**src/rtl/dmem_if_rv32.sv**
```systemverilog
// Data-memory bus interface for the RV32I memory-access stage: one load/store
// request becomes one valid/ready bus transaction with alignment and extension.
module dmem_if_rv32 #(
  parameter int TIMEOUT = 255,
  parameter int CNT_W   = 8
) (
  input  logic        iCLK,
  input  logic        iRST,
  input  logic        iReq,
  input  logic        iRW,
  input  logic [1:0]  iSize,
  input  logic        iUnsigned,
  input  logic [31:0] iAddr,
  input  logic [31:0] iWData,
  output logic        oStall,
  output logic [31:0] oRData,
  output logic        oMisalign,
  output logic        oBusErr,
  output logic        oMemValid,
  output logic        oMemWE,
  output logic [31:0] oMemAddr,
  output logic [3:0]  oMemBE,
  output logic [31:0] oMemWData,
  input  logic        iMemReady,
  input  logic [31:0] iMemRData
);

  typedef enum logic [1:0] {
    IDLE = 2'd0,
    BUS  = 2'd1,
    DONE = 2'd2
  } state_t;

  localparam logic [CNT_W-1:0] TO_LAST = CNT_W'((TIMEOUT > 0) ? (TIMEOUT - 1) : 0);

  function automatic logic isMisaligned(input logic [1:0] size, input logic [1:0] ofs);
    logic mis;
    case (size)
      2'b00:   mis = 1'b0;
      2'b01:   mis = ofs[0];
      2'b10:   mis = |ofs;
      default: mis = 1'b1;
    endcase
    return mis;
  endfunction

  function automatic logic [3:0] byteEnable(input logic [1:0] size, input logic [1:0] ofs);
    logic [3:0] be;
    case (size)
      2'b00:   be = 4'b0001 << ofs;
      2'b01:   be = 4'b0011 << {ofs[1], 1'b0};
      default: be = 4'b1111;
    endcase
    return be;
  endfunction

  function automatic logic [31:0] storeData(input logic [1:0] size, input logic [31:0] d);
    logic [31:0] sd;
    case (size)
      2'b00:   sd = {4{d[7:0]}};
      2'b01:   sd = {2{d[15:0]}};
      default: sd = d;
    endcase
    return sd;
  endfunction

  // Word accesses are always aligned here, so the shifted word equals the raw word
  function automatic logic [31:0] loadFormat(input logic [1:0] size, input logic uns,
                                             input logic [1:0] ofs, input logic [31:0] rd);
    logic [31:0] sh;
    logic [31:0] res;
    sh = rd >> {ofs, 3'b000};
    case (size)
      2'b00:   res = {{24{~uns & sh[7]}}, sh[7:0]};
      2'b01:   res = {{16{~uns & sh[15]}}, sh[15:0]};
      default: res = sh;
    endcase
    return res;
  endfunction

  state_t            state, stateNxt;
  logic [CNT_W-1:0]  cnt, cntNxt;
  logic [1:0]        ofsR, ofsNxt;
  logic [1:0]        sizeR, sizeNxt;
  logic              unsR, unsNxt;
  logic              rwR, rwNxt;
  logic [31:0]       rdataNxt;
  logic              misNxt, errNxt;
  logic              validNxt, weNxt;
  logic [31:0]       addrNxt;
  logic [3:0]        beNxt;
  logic [31:0]       wdataNxt;

  assign oStall = iReq & (state != DONE);

  // Next-state and next-output logic; every register holds unless a transition says otherwise
  always_comb begin
    stateNxt = state;
    cntNxt   = cnt;
    ofsNxt   = ofsR;
    sizeNxt  = sizeR;
    unsNxt   = unsR;
    rwNxt    = rwR;
    rdataNxt = oRData;
    misNxt   = 1'b0;
    errNxt   = 1'b0;
    validNxt = oMemValid;
    weNxt    = oMemWE;
    addrNxt  = oMemAddr;
    beNxt    = oMemBE;
    wdataNxt = oMemWData;
    case (state)
      IDLE: begin
        if (iReq) begin
          if (isMisaligned(iSize, iAddr[1:0])) begin
            stateNxt = DONE;
            misNxt   = 1'b1;
            rdataNxt = 32'd0;
          end else begin
            stateNxt = BUS;
            cntNxt   = '0;
            ofsNxt   = iAddr[1:0];
            sizeNxt  = iSize;
            unsNxt   = iUnsigned;
            rwNxt    = iRW;
            validNxt = 1'b1;
            weNxt    = ~iRW;
            addrNxt  = {iAddr[31:2], 2'b00};
            beNxt    = byteEnable(iSize, iAddr[1:0]);
            wdataNxt = storeData(iSize, iWData);
          end
        end else begin
          stateNxt = IDLE;
        end
      end
      BUS: begin
        // Ready wins over timeout when both land in the same cycle
        if (iMemReady) begin
          stateNxt = DONE;
          validNxt = 1'b0;
          weNxt    = 1'b0;
          if (rwR) begin
            rdataNxt = loadFormat(sizeR, unsR, ofsR, iMemRData);
          end else begin
            rdataNxt = oRData;
          end
        end else if ((TIMEOUT != 0) && (cnt == TO_LAST)) begin
          stateNxt = DONE;
          validNxt = 1'b0;
          weNxt    = 1'b0;
          errNxt   = 1'b1;
          rdataNxt = 32'd0;
        end else begin
          cntNxt = cnt + {{(CNT_W-1){1'b0}}, 1'b1};
        end
      end
      DONE: begin
        stateNxt = IDLE;
      end
      default: begin
        stateNxt = IDLE;
        validNxt = 1'b0;
        weNxt    = 1'b0;
      end
    endcase
  end

  // State, captured request fields and all registered outputs
  always_ff @(posedge iCLK) begin
    if (iRST) begin
      state     <= IDLE;
      cnt       <= '0;
      ofsR      <= 2'b00;
      sizeR     <= 2'b00;
      unsR      <= 1'b0;
      rwR       <= 1'b0;
      oRData    <= 32'd0;
      oMisalign <= 1'b0;
      oBusErr   <= 1'b0;
      oMemValid <= 1'b0;
      oMemWE    <= 1'b0;
      oMemAddr  <= 32'd0;
      oMemBE    <= 4'd0;
      oMemWData <= 32'd0;
    end else begin
      state     <= stateNxt;
      cnt       <= cntNxt;
      ofsR      <= ofsNxt;
      sizeR     <= sizeNxt;
      unsR      <= unsNxt;
      rwR       <= rwNxt;
      oRData    <= rdataNxt;
      oMisalign <= misNxt;
      oBusErr   <= errNxt;
      oMemValid <= validNxt;
      oMemWE    <= weNxt;
      oMemAddr  <= addrNxt;
      oMemBE    <= beNxt;
      oMemWData <= wdataNxt;
    end
  end

endmodule

```
**config.mk**
```make
export PLATFORM = sky130hd
export DESIGN_NAME = dmem_if_rv32
export DESIGN_NICKNAME = d
export VERILOG_FILES = /design/src/rtl/dmem_if_rv32.sv
export SDC_FILE = /design/constraint.sdc
export NUM_CORES = 1
export LEC_CHECK = 0
export CAP_MARGIN = 10
export CORE_MARGIN = 5
export CORE_UTILIZATION = 35
export CTS_CLUSTER_DIAMETER = 80
export DETAILED_ROUTE_END_ITERATION = 10
export PLACE_DENSITY = 0.68
export SETUP_SLACK_MARGIN = 0.1
export SYNTH_ARGS = -nofsm -noshare
export SYNTH_HDL_FRONTEND = slang
export SYNTH_SLANG_ARGS = --single-unit
```
**constraint.sdc**
```tcl
create_clock -name iCLK -period 3.8 [get_ports iCLK]
set_clock_uncertainty 0.1 [all_clocks]
set_input_delay 1.14 -clock iCLK [delete_from_list [all_inputs] [get_ports iCLK]]
set_output_delay 1.14 -clock iCLK [all_outputs]
set_load 0.01 [all_outputs]
```
==> results.cfg <==
[synth]
synth_area_um2 = 5350
ys_warn_count = 0
yosys.area.top_type = dfxtp_1
synth_commonest_cells = nand2_1 (125), dfxtp_1 (118), a21oi_1 (66)
synth_cells = 626
syn_area_per_cell_um2 = 8.54
synth_top_area_frac = 0.442
synth_ff_type = dfxtp_1
synth_edf_count = 0
ys_ff_latch = 118
synth-async-reset-ratio = 0
synth.most_common_cell = nand2_1
synth.distinct_cells = 50
synth.area.top_cells = dfxtp_1 (44%), mux2i_1 (9.0%), nand2_1 (8.8%)
ys_seq_area_frac = 0.442

[place]
dp.cells = 986
place_hpwl_mm = 12.8
placed_area_um2 = 7540
place.gp.congestion = 0.885
port_buffers = 206
dpl_worst_slack_ns = 0.194

[timing]
hold_ws_ns = 0.353
period_minus_slack_ns = 3.60
finalHoldViolations = 0
worst_slew_pin_slew_ns = 0.991
slew_headroom = 0.337
finalMaxSlewViolations = 0
fin_tns_setup_ns = 0
setup_slack_ns = 0.204
period_share = 0.946
setup-violations-final = 0
max_freq_ghz = 0.278
rsz0062_at_grt = no

[cts]
cts_tree = built
cts_hold_buf = 0
cts_sinks = 118
cts_root_buffer = clkbuf_16
clkLatencyLatePin_ns = 0.41
cts_max_level = 4
clockBufferDepth = 2
cts.repair.resized = 0
post_cts_buffers = 0
path_clk_slew_ns = 0.05
cts_buffers = 17

[run]
drv_cap = 0

[worst_hold_path]
min_to = oMemAddr[25]
min_path_type = reg -> reg
hold_path_depth = 2
min_from = oMemAddr[25]

[worst_setup_path]
worst_path_largest_cell_delay_ns = 0.56
cp_max_fo = 2
cp_cell_sequence = clkdlybuf4s50_1, a21boi_0, clkdlybuf4s50_1
rr_startpoint = ofsR[1]
r2r-end = oRData[21]
required_ns = 2.56
rrSetupSlack_ns = 1.63
crit_path_frequent_cell = clkdlybuf4s50_1
criticalPathCategory = in -> out
arrival_ns = 2.36
worstRegToRegCells = 4
critical-path-top-delay-family = buffers and inverters
cp-start-kind = input pin
critPathSlowestCell = clkdlybuf4s50_1
end_kind = output pin
crit_buf_inv = 2
crit_cells = 3

[route]
vias = 5231
ant_nets = 0
drt_iter0_drc = 359
drc = 0
drt-total-wl_mm = 17.4
wl_per_cell_um = 17.1
via_per_inst = 5.14
dr.pass1.iters = 6

[die]
start_util = 0.354
die_h_um = 134
io_pins = 209
core-area_um2 = 15100
dieArea_um2 = 17800
die_x_um = 134
placement_rows = 45

[layout]
drive_gt1_frac = 0.0735
nFillCells = 1374
final_cells = 1018
final_util = 0.541
n_antenna_cell = 0
area_growth_pct = 52.6
design_area_um2 = 8160
finalNetCount = 923

[grt]
grt_use_total = 0.190
grt_max_degree = 94
grt_pass1_vias = 5274
grt_pass1_wl_mm = 27.3
antenna_found_initial = 0
overflow = 0

[power]
pwr-share-comb = 0.158
seqPwrFrac = 0.375
switching_power_mw = 0.856
power_mw = 3.53
cellPowerDensity_nw_per_um2 = 433
p_leak_nw = 2.90
intPower_mw = 2.68
switching_share = 0.242
p_clk_frac = 0.467
ir_drop_mv = 0.309

[status]
status = completed
==> how the worst max path moves through the flow <==
stage | startpoint | to | slack [ns]
2_1_floorplan | iReq | oStall | 1.12
3_3_place_gp | iReq | oStall | 0.19
3_5_place_dp | iReq | oStall | 0.19
4_1_cts | iReq | oStall | 0.19
5_1_grt | iReq | oStall | 0.15
6_report | iReq | oStall | 0.20
==> layer usage <==
| layer | vias to the layer above | wire length [µm] | GRT usage |
|---|---|---|---|
| met4 | 0 | 288 | 0.0617 |
| met3 | 25 | 1780 | 0.0933 |
| met5 | - | 0 | 0 |
| li1 | 2578 | - | - |
| met2 | 208 | 8200 | 0.304 |
| met1 | 2420 | 7150 | 0.223 |
==> kinds of logic after synthesis <==
family          Yosys count  share of synthesized area
simple gates            218                      0.177
compound gates          163                      0.205
flops                   118                      0.442
buf+inv                  63                     0.0536
mux                      56                      0.109
xor+xnor                  5                    0.00819
fa+ha+maj                 2                    0.00468
other cells               1                   0.000702
==> state kept, by name, summed over array words and instances (netlist names) <==
name,count
oMemWData,32
oRData,32
oMemAddr,30
cnt,8
oMemBE,4
ofsR,2
sizeR,2
state,2
oBusErr,1
oMemValid,1
oMemWE,1
oMisalign,1
rwR,1
unsR,1
==> worst register-to-register path, delay by kind of cell (launching register included) <==
kind	cells	cell delay, ns
buffers and inverters	1	0.26
AO/OA/AOI/OAI	2	0.77
flip-flops	1	0.30
multiplexers	1	0.59
==> power groups by stage <==
stage	logic [mW]	clock network [mW]	registers (mW)
after floorplan	0.254	0	1.37
after global placement	0.555	0	1.35
after detailed placement	0.560	0	1.35
after CTS	0.564	1.69	1.33
after global routing	0.606	1.75	1.33
final	0.560	1.65	1.33
==> layout make-up <==
type,count,area [µm²],area share
Inverter,13,48.8,0.00598
Timing Repair Buffer,221,2180,0.268
Clock inverter,8,120,0.0147
Tap cell,188,235,0.0288
Sequential cell,118,2360,0.290
Multi-Input combinational cell,446,2720,0.333
Clock buffer,24,492,0.0603
==> layout by cell type, fill, tap and decap left out, types with 10 or more instances in the layout <==
cell             instances
clkdlybuf4s50_1        205
nand2_1                125
dfxtp_1                118
a21oi_1                 66
mux2i_1                 48
nor2_1                  42
nand2b_1                22
o211ai_1                17
clkbuf_16               17
o2bb2ai_1               16
o21ai_0                 14
buf_4                   14
inv_1                   12
a211oi_1                12
a311oi_1                10
Power figures use the tool's default switching activity.
